==> src/rtl/branch_resolve_ctrl_pkg.sv <==
// Shared constants for the branch resolution sequencer: field widths, opcodes, FSM encoding.
package branch_resolve_ctrl_pkg;

    localparam int unsigned OPC_W = 6;
    localparam int unsigned IMM_W = 16;
    localparam int unsigned ST_W  = 2;

    localparam logic [OPC_W-1:0] OP_BEQ  = 6'b000100;
    localparam logic [OPC_W-1:0] OP_BNE  = 6'b000101;
    localparam logic [OPC_W-1:0] OP_BGEZ = 6'b000001;
    localparam logic [OPC_W-1:0] OP_BGT  = 6'b000111;

    localparam logic [ST_W-1:0] ST_IDLE = 2'd0;
    localparam logic [ST_W-1:0] ST_WAIT = 2'd1;
    localparam logic [ST_W-1:0] ST_EVAL = 2'd2;
    localparam logic [ST_W-1:0] ST_RESP = 2'd3;

endpackage

==> src/rtl/branch_resolve_ctrl_if.sv <==
// Decode/fetch-facing signal bundle of the branch resolution sequencer.
interface branch_resolve_ctrl_if
    import branch_resolve_ctrl_pkg::*;
#(
    parameter int unsigned DATA_W = 32,
    parameter int unsigned CNT_W  = 16
);
    logic              br_valid_i;
    logic              br_ready_o;
    logic [OPC_W-1:0]  br_opcode_i;
    logic [DATA_W-1:0] br_pc4_i;
    logic [IMM_W-1:0]  br_imm_i;
    logic [1:0]        opnd_rdy_i;
    logic [DATA_W-1:0] opnd1_i;
    logic [DATA_W-1:0] opnd2_i;
    logic              kill_i;
    logic              stall_o;
    logic              resp_valid_o;
    logic              taken_o;
    logic              flush_o;
    logic [DATA_W-1:0] redirect_pc_o;
    logic [CNT_W-1:0]  br_cnt_o;
    logic [CNT_W-1:0]  taken_cnt_o;

    modport master (
        output br_valid_i, br_opcode_i, br_pc4_i, br_imm_i, opnd_rdy_i, opnd1_i, opnd2_i, kill_i,
        input  br_ready_o, stall_o, resp_valid_o, taken_o, flush_o, redirect_pc_o, br_cnt_o, taken_cnt_o
    );

    modport slave (
        input  br_valid_i, br_opcode_i, br_pc4_i, br_imm_i, opnd_rdy_i, opnd1_i, opnd2_i, kill_i,
        output br_ready_o, stall_o, resp_valid_o, taken_o, flush_o, redirect_pc_o, br_cnt_o, taken_cnt_o
    );
endinterface

==> src/rtl/branch_resolve_ctrl_cmp.sv <==
// Combinational signed branch-condition comparator.
module branch_cmp
    import branch_resolve_ctrl_pkg::*;
#(
    parameter int unsigned DATA_W = 32
) (
    input  logic [OPC_W-1:0]  i_opcode,
    input  logic [DATA_W-1:0] i_src1,
    input  logic [DATA_W-1:0] i_src2,
    output logic              o_taken_c
);

    // Evaluate the branch condition; unknown opcodes resolve as not taken.
    always_comb begin
        o_taken_c = 1'b0;
        case (i_opcode)
            OP_BEQ:  o_taken_c = (i_src1 == i_src2);
            OP_BNE:  o_taken_c = (i_src1 != i_src2);
            OP_BGEZ: o_taken_c = ($signed(i_src1) >= $signed(i_src2));
            OP_BGT:  o_taken_c = ($signed(i_src1) >  $signed(i_src2));
            default: o_taken_c = 1'b0;
        endcase
    end

endmodule

==> src/rtl/branch_resolve_ctrl.sv <==
// Branch resolution sequencer: waits for operands, evaluates once, strobes redirect/flush to fetch.
module branch_resolve_ctrl
    import branch_resolve_ctrl_pkg::*;
#(
    parameter int unsigned DATA_W = 32,
    parameter int unsigned CNT_W  = 16
) (
    input  logic                clk_i,
    input  logic                rst_i,
    branch_resolve_ctrl_if.slave bus
);

    logic [ST_W-1:0]   r_state,    w_state_nx;
    logic [OPC_W-1:0]  r_opcode,   w_opcode_nx;
    logic [DATA_W-1:0] r_pc4,      w_pc4_nx;
    logic [IMM_W-1:0]  r_imm,      w_imm_nx;
    logic [DATA_W-1:0] r_opnd1,    w_opnd1_nx;
    logic [DATA_W-1:0] r_opnd2,    w_opnd2_nx;
    logic              r_v1,       w_v1_nx;
    logic              r_v2,       w_v2_nx;
    logic              r_taken,    w_taken_nx;
    logic [DATA_W-1:0] r_redirect, w_redirect_nx;
    logic [CNT_W-1:0]  r_br_cnt,   w_br_cnt_nx;
    logic [CNT_W-1:0]  r_tk_cnt,   w_tk_cnt_nx;
    logic              r_resp,     w_resp_nx;
    logic              r_flush,    w_flush_nx;
    logic              r_ready,    w_ready_nx;
    logic              r_stall,    w_stall_nx;

    logic              w_eval;
    logic [OPC_W-1:0]  w_cmp_op;
    logic [DATA_W-1:0] w_cmp_a;
    logic [DATA_W-1:0] w_cmp_b;
    logic              w_cmp_taken;
    logic [DATA_W-1:0] w_imm_sx;
    logic [DATA_W-1:0] w_target;
    logic [CNT_W-1:0]  w_br_cnt_inc;
    logic [CNT_W-1:0]  w_tk_cnt_inc;

    // Comparator sees the captured branch only while evaluating; otherwise parked at zero.
    assign w_eval   = (r_state == ST_EVAL);
    assign w_cmp_op = w_eval ? r_opcode : '0;
    assign w_cmp_a  = w_eval ? r_opnd1  : '0;
    assign w_cmp_b  = w_eval ? r_opnd2  : '0;

    branch_cmp #(.DATA_W(DATA_W)) u_cmp (
        .i_opcode  (w_cmp_op),
        .i_src1    (w_cmp_a),
        .i_src2    (w_cmp_b),
        .o_taken_c (w_cmp_taken)
    );

    // Word-offset target, wraps modulo 2^DATA_W.
    assign w_imm_sx = DATA_W'($signed(r_imm));
    assign w_target = r_pc4 + (w_imm_sx << 2);

    // Saturating statistics increments.
    assign w_br_cnt_inc = (r_br_cnt == '1) ? r_br_cnt : r_br_cnt + CNT_W'(1);
    assign w_tk_cnt_inc = (r_tk_cnt == '1) ? r_tk_cnt : r_tk_cnt + CNT_W'(1);

    // Next-state and next-output logic.
    always_comb begin
        w_state_nx    = r_state;
        w_opcode_nx   = r_opcode;
        w_pc4_nx      = r_pc4;
        w_imm_nx      = r_imm;
        w_opnd1_nx    = r_opnd1;
        w_opnd2_nx    = r_opnd2;
        w_v1_nx       = r_v1;
        w_v2_nx       = r_v2;
        w_taken_nx    = r_taken;
        w_redirect_nx = r_redirect;
        w_br_cnt_nx   = r_br_cnt;
        w_tk_cnt_nx   = r_tk_cnt;
        w_resp_nx     = 1'b0;
        w_flush_nx    = 1'b0;

        case (r_state)
            ST_IDLE: begin
                if (bus.br_valid_i && !bus.kill_i) begin
                    w_opcode_nx = bus.br_opcode_i;
                    w_pc4_nx    = bus.br_pc4_i;
                    w_imm_nx    = bus.br_imm_i;
                    if (bus.opnd_rdy_i[0]) w_opnd1_nx = bus.opnd1_i;
                    if (bus.opnd_rdy_i[1]) w_opnd2_nx = bus.opnd2_i;
                    w_v1_nx     = bus.opnd_rdy_i[0];
                    w_v2_nx     = bus.opnd_rdy_i[1];
                    w_state_nx  = (&bus.opnd_rdy_i) ? ST_EVAL : ST_WAIT;
                end
            end
            ST_WAIT: begin
                if (bus.kill_i) begin
                    w_v1_nx    = 1'b0;
                    w_v2_nx    = 1'b0;
                    w_state_nx = ST_IDLE;
                end else begin
                    if (!r_v1 && bus.opnd_rdy_i[0]) begin
                        w_opnd1_nx = bus.opnd1_i;
                        w_v1_nx    = 1'b1;
                    end
                    if (!r_v2 && bus.opnd_rdy_i[1]) begin
                        w_opnd2_nx = bus.opnd2_i;
                        w_v2_nx    = 1'b1;
                    end
                    if (w_v1_nx && w_v2_nx) w_state_nx = ST_EVAL;
                end
            end
            ST_EVAL: begin
                if (bus.kill_i) begin
                    w_v1_nx    = 1'b0;
                    w_v2_nx    = 1'b0;
                    w_state_nx = ST_IDLE;
                end else begin
                    w_taken_nx    = w_cmp_taken;
                    w_redirect_nx = w_cmp_taken ? w_target : r_pc4;
                    w_br_cnt_nx   = w_br_cnt_inc;
                    if (w_cmp_taken) w_tk_cnt_nx = w_tk_cnt_inc;
                    w_resp_nx     = 1'b1;
                    w_flush_nx    = w_cmp_taken;
                    w_state_nx    = ST_RESP;
                end
            end
            ST_RESP: begin
                w_v1_nx    = 1'b0;
                w_v2_nx    = 1'b0;
                w_state_nx = ST_IDLE;
            end
            default: begin
                w_state_nx = ST_IDLE;
            end
        endcase

        w_ready_nx = (w_state_nx == ST_IDLE);
        w_stall_nx = (w_state_nx == ST_WAIT) || (w_state_nx == ST_EVAL);
    end

    // State and output registers, synchronous active-low reset.
    always_ff @(posedge clk_i) begin
        if (!rst_i) begin
            r_state    <= ST_IDLE;
            r_opcode   <= '0;
            r_pc4      <= '0;
            r_imm      <= '0;
            r_opnd1    <= '0;
            r_opnd2    <= '0;
            r_v1       <= 1'b0;
            r_v2       <= 1'b0;
            r_taken    <= 1'b0;
            r_redirect <= '0;
            r_br_cnt   <= '0;
            r_tk_cnt   <= '0;
            r_resp     <= 1'b0;
            r_flush    <= 1'b0;
            r_ready    <= 1'b1;
            r_stall    <= 1'b0;
        end else begin
            r_state    <= w_state_nx;
            r_opcode   <= w_opcode_nx;
            r_pc4      <= w_pc4_nx;
            r_imm      <= w_imm_nx;
            r_opnd1    <= w_opnd1_nx;
            r_opnd2    <= w_opnd2_nx;
            r_v1       <= w_v1_nx;
            r_v2       <= w_v2_nx;
            r_taken    <= w_taken_nx;
            r_redirect <= w_redirect_nx;
            r_br_cnt   <= w_br_cnt_nx;
            r_tk_cnt   <= w_tk_cnt_nx;
            r_resp     <= w_resp_nx;
            r_flush    <= w_flush_nx;
            r_ready    <= w_ready_nx;
            r_stall    <= w_stall_nx;
        end
    end

    assign bus.br_ready_o    = r_ready;
    assign bus.stall_o       = r_stall;
    assign bus.resp_valid_o  = r_resp;
    assign bus.taken_o       = r_taken;
    assign bus.flush_o       = r_flush;
    assign bus.redirect_pc_o = r_redirect;
    assign bus.br_cnt_o      = r_br_cnt;
    assign bus.taken_cnt_o   = r_tk_cnt;

endmodule

==> src/flat_wrapper.sv <==
// flat-port wrapper written by rule: the top's interface ports become plain ports
module branch_resolve_ctrl_flat import branch_resolve_ctrl_pkg::*;
#(
    parameter int unsigned DATA_W = 32,
    parameter int unsigned CNT_W  = 16
)
  (clk_i, rst_i, bus_br_valid_i, bus_br_opcode_i, bus_br_pc4_i, bus_br_imm_i, bus_opnd_rdy_i, bus_opnd1_i, bus_opnd2_i, bus_kill_i, bus_br_ready_o, bus_stall_o, bus_resp_valid_o, bus_taken_o, bus_flush_o, bus_redirect_pc_o, bus_br_cnt_o, bus_taken_cnt_o);
  branch_resolve_ctrl_if #(.DATA_W(DATA_W), .CNT_W(CNT_W)) bus_i ();
  input  logic clk_i;
  input  logic rst_i;
  input wire logic [$bits(bus_i.br_valid_i)-1:0] bus_br_valid_i;
  input wire logic [$bits(bus_i.br_opcode_i)-1:0] bus_br_opcode_i;
  input wire logic [$bits(bus_i.br_pc4_i)-1:0] bus_br_pc4_i;
  input wire logic [$bits(bus_i.br_imm_i)-1:0] bus_br_imm_i;
  input wire logic [$bits(bus_i.opnd_rdy_i)-1:0] bus_opnd_rdy_i;
  input wire logic [$bits(bus_i.opnd1_i)-1:0] bus_opnd1_i;
  input wire logic [$bits(bus_i.opnd2_i)-1:0] bus_opnd2_i;
  input wire logic [$bits(bus_i.kill_i)-1:0] bus_kill_i;
  output wire logic [$bits(bus_i.br_ready_o)-1:0] bus_br_ready_o;
  output wire logic [$bits(bus_i.stall_o)-1:0] bus_stall_o;
  output wire logic [$bits(bus_i.resp_valid_o)-1:0] bus_resp_valid_o;
  output wire logic [$bits(bus_i.taken_o)-1:0] bus_taken_o;
  output wire logic [$bits(bus_i.flush_o)-1:0] bus_flush_o;
  output wire logic [$bits(bus_i.redirect_pc_o)-1:0] bus_redirect_pc_o;
  output wire logic [$bits(bus_i.br_cnt_o)-1:0] bus_br_cnt_o;
  output wire logic [$bits(bus_i.taken_cnt_o)-1:0] bus_taken_cnt_o;
  assign bus_i.br_valid_i = bus_br_valid_i;
  assign bus_i.br_opcode_i = bus_br_opcode_i;
  assign bus_i.br_pc4_i = bus_br_pc4_i;
  assign bus_i.br_imm_i = bus_br_imm_i;
  assign bus_i.opnd_rdy_i = bus_opnd_rdy_i;
  assign bus_i.opnd1_i = bus_opnd1_i;
  assign bus_i.opnd2_i = bus_opnd2_i;
  assign bus_i.kill_i = bus_kill_i;
  assign bus_br_ready_o = bus_i.br_ready_o;
  assign bus_stall_o = bus_i.stall_o;
  assign bus_resp_valid_o = bus_i.resp_valid_o;
  assign bus_taken_o = bus_i.taken_o;
  assign bus_flush_o = bus_i.flush_o;
  assign bus_redirect_pc_o = bus_i.redirect_pc_o;
  assign bus_br_cnt_o = bus_i.br_cnt_o;
  assign bus_taken_cnt_o = bus_i.taken_cnt_o;
  branch_resolve_ctrl #(.DATA_W(DATA_W), .CNT_W(CNT_W)) u_core (.clk_i(clk_i), .rst_i(rst_i), .bus(bus_i));
endmodule
==> config.mk <==
export PLATFORM = sky130hd
export DESIGN_NAME = branch_resolve_ctrl_flat
export DESIGN_NICKNAME = d
export VERILOG_FILES = /design/src/rtl/branch_resolve_ctrl_pkg.sv /design/src/rtl/branch_resolve_ctrl_if.sv /design/src/rtl/branch_resolve_ctrl_cmp.sv /design/src/rtl/branch_resolve_ctrl.sv /design/src/flat_wrapper.sv
export SDC_FILE = /design/constraint.sdc
export NUM_CORES = 1
export LEC_CHECK = 0
export ABC_AREA = 1
export CAP_MARGIN = 15
export CORE_MARGIN = 10
export CORE_UTILIZATION = 58
export CTS_CLUSTER_SIZE = 12
export DETAILED_ROUTE_END_ITERATION = 7
export PLACE_DENSITY = 0.87
export SLEW_MARGIN = 10
export SYNTH_ARGS = -nofsm -noshare
export SYNTH_HDL_FRONTEND = slang
export SYNTH_HIERARCHICAL = 1
export SYNTH_SLANG_ARGS = --single-unit
==> constraint.sdc <==
create_clock -name clk_i -period 7.6 [get_ports clk_i]
set_clock_uncertainty 0.05 [all_clocks]
set_input_delay 0.76 -clock clk_i [delete_from_list [all_inputs] [get_ports clk_i]]
set_output_delay 0.76 -clock clk_i [all_outputs]
set_load 0.03 [all_outputs]
==> metrics.md, run 1 <==
| Metric | Value |
|---|---|
| Outcome | `completed` |
| Dpl hpwl | `approximately 24000 um` |
| Final Critical Period | `approximately 4.7 ns` |
| F_max | `between 200 and 250 MHz` |
| R2R cell count | `23` |
| Flip-flop and latch area | `~3800 um^2` |
| Worst-Skew Late Latency | `between 0.4 and 0.5 ns` |
| Top post-synthesis cells by count | `nand2_1 (346), inv_1 (263), nor2_1 (232)` |
| Critical hold path startpoint | `u_core/r_opnd1[3]$_SDFFE_PN0P_` |
| Crit. End Element | `flip-flop` |
| Syn Inst Count | `1677` |
| Tcrit/Tclk final | `roughly three fifths` |
| Clock sink count | `~190` |
| 1st-iter DRT viols | `758` |
| Setup TNS | `0 ns` |
| RSZ-0062 raised after global routing | `false` |
| Final Max Slew Viols | `0` |
| Hold endpoint | `u_core/r_opnd1[3]$_SDFFE_PN0P_` |
| Fin. Hold Viols | `0` |
| Number of synthesized flops with an enable pin | `0` |
| Setup Buffers After CTS | `0` |
| Number of max-cap violations | `0` |
| Vias per cell | `5.34` |
| Asr flop ratio synth | `0%` |
| Worst-Margin Slew | `between 1 and 1.5 ns` |
| Crit path kind | `reg2reg` |
| Max Root-Sink Buffers | `2` |
| Syn avg cell area | `approximately 6.5 um^2` |
| Final WS setup | `roughly 2.9 ns` |
| Via count | `approximately 11k` |
| Top-count cell post-synth | `nand2_1` |
| Core Footprint | `around 19000 um^2` |
| Synth top area share | `35.1%` |
| Post-Place Worst Slack | `2.74 ns` |
| DR pass1 iterations | `6` |
| Largest net degree at the start of global routing | `83` |
| Number of distinct library cells after synthesis | `44` |
| Cell leakage power | `about 5.7 nW` |
| Initial antenna violation count | `0` |
| TritonCTS Buffers | `17` |
| Residual DRC | `0` |
| Site row count | `50` |
| Number of global-route vias before repair | `10.6k` |
| Slew margin rel. | `around 31%` |
| H-Tree Depth | `4` |
| Hold WC Path Type | `reg2reg` |
| CP startpoint kind | `flip-flop` |
| Yosys Warn Count | `6` |
| Post-CTS Hold Buffers | `0` |
| Initial Utilization | `about three fifths` |
| Reg clk slew, reported paths | `about 0.07 ns` |
| Fin nets | `roughly 2.0k` |
| Required @ worst endpoint | `~7.9 ns` |
| Worst Hold Path Cells | `2` |
| Area of the multi-input gates | `between 5000 and 6000 um^2` |
| R2R Path Start | `u_core/r_state[1]$_SDFF_PN0_` |
| Antenna-violating nets left | `0` |
| Sequential share of the synthesized area | `a little over a third` |
| Main flop type after synthesis | `dfxtp_1` |
| Area grow syn2layout | `23.8%` |
| WL/cell | `between 15 and 20 um` |
| PostCTS Resize Cnt | `0` |
| Boundary Pins | `slightly below 200` |
| Global-route wire length before repair | `51100 um` |
| Drt total wl | `between 30000 and 40000 um` |
| Die area | `approximately 25000 um^2` |
| Final count of negative-setup-slack endpoints | `0` |
| Share of layout cells above drive strength 1 | `3.74%` |
| Power Dens Cells | `about 170 nW/um^2` |
| Synth top area cells | `dfxtp_1 (35%), nand2_1 (12%), inv_1 (9.1%)` |
| Total grt overflow | `0` |
| #FFs+latches synth | `around 190` |
| RePlAce Congestion | `roughly 0.95` |
| DIE HEIGHT | `157 um` |
| Tot GR Track Use | `25.3%` |
| Fillers | `approximately 1.5k` |
| Reg2reg end | `u_core/bus.taken_cnt_o[9]$_SDFFE_PN0P_` |
| R2R Setup Slk | `about 2.9 ns` |
| Clock root buffer | `clkbuf_16` |
| Syn_nets | `~1.9k` |
| CTS tree | `built` |
| Crit path DAT | `between 4 and 5 ns` |
| Post-Syn Area | `between 10000 and 15000 um^2` |
| Max IR drop VDD | `0.159 mV` |
| Largest area contributor in the netlist | `dfxtp_1` |
| Crit-path max FO | `50` |
| Number of port buffers | `192` |
| Die Span X | `157 um` |
[metrics by stage]
| step | std cells | utilization (%) | hold slack, ns | power [mW] | area (um^2) |
|---|---|---|---|---|---|
| CTS | 2076 | 72.4 | 0.405 | 2.30 | 13500 |
| finish | 2079 | 72.6 | 0.409 | 2.29 | 13500 |
| global route | 2077 | 72.6 | 0.416 | 2.39 | 13500 |
| global placement | 2044 | 69.3 | 0.391 | 1.42 | 12900 |
| floorplan | 1677 | - | 0.380 | 1.30 | 10900 |
| detailed placement | 2044 | 69.3 | 0.394 | 1.43 | 12900 |
[worst max-delay path, cell delays in order (launching register included)]
cell,delay (ns)
dfxtp_1,0.35
inv_2,0.10
nor2_2,0.04
inv_2,0.34
buf_12,0.28
nor2_1,0.07
ha_1,0.30
nand2_1,0.07
nor2_1,0.15
nand2_1,0.09
nor2_1,0.27
a21oi_1,0.12
nor2_1,0.12
clkinv_1,0.07
nand2_1,0.08
buf_4,0.36
inv_1,0.55
nor2_4,0.26
nand2_2,0.18
inv_2,0.21
nand3_1,0.15
nand3b_1,0.20
nand2_1,0.07
nor2_1,0.05
[cells by family after synthesis]
kind of cell | share of synthesized area, %
adders and majority gates | 7.54
xor gates and xnor gates | 1.53
AOI/OAI and AO/OA | 17.6
and+or+nand+nor | 26.4
DFF | 35.1
buffers and inverters | 11.8
[sequential cells by signal, summed over array words and instances, names as in the netlist]
name                      flops
u_core/bus.taken_cnt_o       16
u_core/bus.redirect_pc_o     32
u_core/r_pc4                 32
u_core/bus.resp_valid_o       1
u_core/r_v1                   1
u_core/r_state                2
u_core/r_imm                 16
u_core/bus.stall_o            1
u_core/bus.flush_o            1
u_core/r_opnd1               32
u_core/bus.br_cnt_o          16
u_core/r_opcode               6
u_core/bus.taken_o            1
u_core/r_opnd2               32
u_core/bus.br_ready_o         1
u_core/r_v2                   1
[routing by layer]
layer	wire length (um)	up-vias	GRT usage [%]
li1	-	5636	-
met1	13600	5063	30.4
met2	15600	346	43.4
met3	2010	50	5.51
met4	771	0	9.35
met5	0	-	0
[power by group]
part           leakage (nW)  total [mW]  switching (mW)  internal, mW
Clock                 0.268       0.881           0.420         0.461
Combinational          3.89       0.336           0.194         0.142
Sequential             1.56        1.08          0.0260          1.05
[final cells by class]
type / count / area share, %
flip-flops and latches: 191 / 28.4
well taps: 234 / 2.17
repair buffers: 198 / 14.7
multi-input cells: 1150 / 42.9
clock inverters: 15 / 1.13
diodes: 2 / 0.0371
inverters: 272 / 7.57
clock buffers: 17 / 3.15
[worst max-delay path by stage]
stage | end | slack (ns) | startpoint | depth (start not counted)
global route | u_core/bus.taken_cnt_o[9]$_SDFFE_PN0P_ | 2.52 | u_core/r_state[1]$_SDFF_PN0_ | 23
finish | u_core/bus.taken_cnt_o[9]$_SDFFE_PN0P_ | 2.95 | u_core/r_state[1]$_SDFF_PN0_ | 23
floorplan | u_core/bus.taken_cnt_o[4]$_SDFFE_PN0P_ | 4.41 | u_core/r_state[0]$_SDFF_PN0_ | 23
CTS | u_core/bus.taken_cnt_o[9]$_SDFFE_PN0P_ | 2.69 | u_core/r_state[1]$_SDFF_PN0_ | 22
detailed placement | u_core/bus.taken_cnt_o[9]$_SDFFE_PN0P_ | 2.74 | u_core/r_state[1]$_SDFF_PN0_ | 22
global placement | u_core/bus.taken_cnt_o[9]$_SDFFE_PN0P_ | 2.90 | u_core/r_state[1]$_SDFF_PN0_ | 22
[cell usage in the layout, fill, tap and decap left out, types with 2 or more instances in the layout]
master and n:
o211ai_1 5, o21ai_1 7, diode_2 2, a31oi_1 4
clkinv_4 2, xor2_1 9, nor3_1 18, nor2_1 232
nand2_1 346, ha_1 64, clkdlybuf4s50_1 191, inv_1 263
dfxtp_1 191, a21o_1 2, nor2_4 2, a211oi_1 2
nand2_2 5, inv_2 8, o21a_1 3, nand4_1 7
and2_1 2, o211ai_4 2, o21ai_0 145, nor4_1 5
a21oi_2 2, nor3_2 2, nor2_2 4, buf_4 6
nand3_1 68, clkinvlp_4 5, o21bai_1 4, a21oi_1 191
inv_6 4, clkbuf_16 17, xnor2_1 10
No activity file was read; power rests on OpenSTA's default activity.
==> run 2: changes to the inputs <==
--- a/config.mk
+++ b/config.mk
@@ -8,10 +8,10 @@
 export ABC_AREA = 1
 export CAP_MARGIN = 15
 export CORE_MARGIN = 10
-export CORE_UTILIZATION = 58
+export CORE_UTILIZATION = 48
 export CTS_CLUSTER_SIZE = 12
 export DETAILED_ROUTE_END_ITERATION = 7
-export PLACE_DENSITY = 0.87
+export PLACE_DENSITY = 0.77
 export SLEW_MARGIN = 10
 export SYNTH_ARGS = -nofsm -noshare
 export SYNTH_HDL_FRONTEND = slang
==> constraint.sdc (replaced) <==
create_clock -name clk_i -period 4.2 [get_ports clk_i]
set_clock_uncertainty 0.05 [all_clocks]
set_input_delay 0.42 -clock clk_i [delete_from_list [all_inputs] [get_ports clk_i]]
set_output_delay 0.42 -clock clk_i [all_outputs]
set_load 0.03 [all_outputs]
==> metrics.md, run 2 (synthesis gave the netlist of run 1 again) <==
| Metric | Value |
|---|---|
| Slew margin rel. | `35.7% (+4.8 points)` |
| Setup TNS | `0 ns (unchanged)` |
| Final core occ | `60.5% (-12 points)` |
| Site row count | `55 (+10%)` |
| Commonest non-fill, non-tap cell in the layout | `nand2_1` |
| Share of layout cells above drive strength 1 | `3.95% (+0.21 points)` |
| Final Critical Period | `3.45 ns (-1.20 ns)` |
| Required @ worst endpoint | `4.48 ns (-3.40 ns)` |
| Clock root buffer | `clkbuf_16` |
| Residual DRC | `0 (unchanged)` |
| Power Dens Cells | `308 nW/um^2 (+81%)` |
| Via count | `10.7k (-3.1%)` |
| DR pass1 iterations | `6 (unchanged)` |
| CTS tree | `built` |
| Number of max-cap violations | `0 (unchanged)` |
| Tcrit/Tclk final | `82.2% (+21 points)` |
| DIE HEIGHT | `171 um (+8.7%)` |
| Die area | `29100 um^2 (+18%)` |
| Tot GR Track Use | `21.3% (-4.0 points)` |
| Post-CTS Hold Buffers | `0 (unchanged)` |
| Max IR drop VDD | `0.261 mV (+65%)` |
| Hold WC Path Type | `reg2reg` |
| Number of port buffers | `192 (unchanged)` |
| Initial antenna violation count | `1 (+1)` |
| Crit-path max FO | `71 (+42%)` |
| WL/cell | `14.7 um (-4.2%)` |
| Reg clk slew, reported paths | `0.07 ns (about the same)` |
| CP startpoint kind | `flip-flop` |
| Most frequent cells in the layout | `nand2_1 (346), inv_1 (263), nor2_1 (232)` |
| Boundary Pins | `193 (unchanged)` |
| Largest net degree at the start of global routing | `79 (-4.8%)` |
| Area grow syn2layout | `24.9%` |
| Initial Utilization | `48.4% (-10 points)` |
| RSZ-0062 raised after global routing | `false` |
| Outcome | `completed` |
| Fin nets | `2023 (+0.20%)` |
| Inst Count DP | `2100 (+2.7%)` |
| RePlAce Congestion | `0.923 (-3.0%)` |
| R2R cell count | `23 (unchanged)` |
| Clock sink count | `191 (unchanged)` |
| Final count of negative-setup-slack endpoints | `0 (unchanged)` |
| Worst-Skew Late Latency | `0.44 ns (about the same)` |
| Fin. Hold Viols | `0 (unchanged)` |
| Max Root-Sink Buffers | `2 (unchanged)` |
| Crit. End Element | `flip-flop` |
| 1st-iter DRT viols | `917 (+21%)` |
| Crit path kind | `reg2reg` |
| Setup Buffers After CTS | `0 (unchanged)` |
| Crit path DAT | `3.74 ns (-1.19 ns)` |
| Core Footprint | `22500 um^2 (+21%)` |
| Worst-Margin Slew | `0.963 ns (-0.0726 ns)` |
| TritonCTS Buffers | `17 (unchanged)` |
| PostCTS Resize Cnt | `0 (unchanged)` |
| Global-route wire length before repair | `51000 um (-0.12%)` |
| Worst Hold Path Cells | `2 (unchanged)` |
| Final Power | `4.19 mW (+83%)` |
| F_max | `290 MHz (+35%)` |
| Dpl hpwl | `23600 um (-0.71%)` |
| Number of global-route vias before repair | `10.2k (-3.3%)` |
| Die Span X | `171 um (+8.7%)` |
| H-Tree Depth | `4 (unchanged)` |
| Antenna-violating nets left | `0 (unchanged)` |
| Total grt overflow | `0 (unchanged)` |
| Final non-filler cell total | `2133 (+2.6%)` |
| Drt total wl | `31500 um (-1.8%)` |
| Cell leakage power | `5.75 nW (+0.66%)` |
| Final Max Slew Viols | `0 (unchanged)` |
| Vias per cell | `5.04 (-5.6%)` |
## run 2: worst paths after layout
path,slack (ns),to,startpoint
setup / recovery,0.75,u_core/bus.taken_cnt_o[9]$_SDFFE_PN0P_,u_core/r_state[1]$_SDFF_PN0_
hold / removal,0.41,u_core/r_opnd2[1]$_SDFFE_PN0P_,u_core/r_opnd2[1]$_SDFFE_PN0P_
setup reg to reg,0.75,u_core/bus.taken_cnt_o[9]$_SDFFE_PN0P_,u_core/r_state[1]$_SDFF_PN0_
hold reg to reg,0.41,u_core/r_opnd2[1]$_SDFFE_PN0P_,u_core/r_opnd2[1]$_SDFFE_PN0P_
## run 2: area by class of cell
class	count	area [um^2]
Clock inverter	15	181
Antenna cell	1	2.50
Inverter	272	1020
Fill cell	2048	8900
Sequential cell	191	3820
Timing Repair Buffer	202	2010
Multi-Input combinational cell	1150	5790
Clock buffer	17	425
Tap cell	285	357
## run 2: per-layer routing
layer / up-vias / part of all wire (%) / GRT usage, %
li1: 5640 / - / -
met5: - / 0 / 0
met1: 4779 / 45 / 27.0
met3: 31 / 5.9 / 4.49
met4: 0 / 1.5 / 5.07
met2: 299 / 48 / 36.3
## run 2: worst max-delay path: stages (launching register included)
cell      delay [ns]
dfxtp_1         0.41
inv_2           0.08
nor2_2          0.09
inv_2           0.05
buf_12          0.19
nor2_1          0.12
inv_1           0.05
ha_1            0.28
nand2_1         0.07
nor2_1          0.16
nand4_1         0.09
nor2_1          0.25
a21oi_1         0.12
nor2_1          0.12
clkinv_1        0.06
nand2_1         0.10
inv_1           0.09
nor2_4          0.13
nand2_2         0.17
inv_2           0.21
nand3_1         0.14
nand3b_1        0.19
nand2_1         0.06
nor2_1          0.04
## run 2: where the power goes
part / internal, mW / leakage [nW] / switching, mW / total [mW]
logic: 0.258 / 3.90 / 0.347 / 0.605
registers: 1.90 / 1.56 / 0.0450 / 1.94
clock network: 0.810 / 0.287 / 0.831 / 1.64
## run 2: through the flow
| step | setup slack (ns) | hold slack (ns) | instance area [um^2] |
|---|---|---|---|
| detailed placement | 0.771 | 0.397 | 13000 |
| global route | 0.366 | 0.431 | 13600 |
| finish | 0.748 | 0.407 | 13600 |
| global placement | 0.876 | 0.392 | 13000 |
| floorplan | 1.01 | 0.380 | 10900 |
| CTS | 0.733 | 0.408 | 13600 |
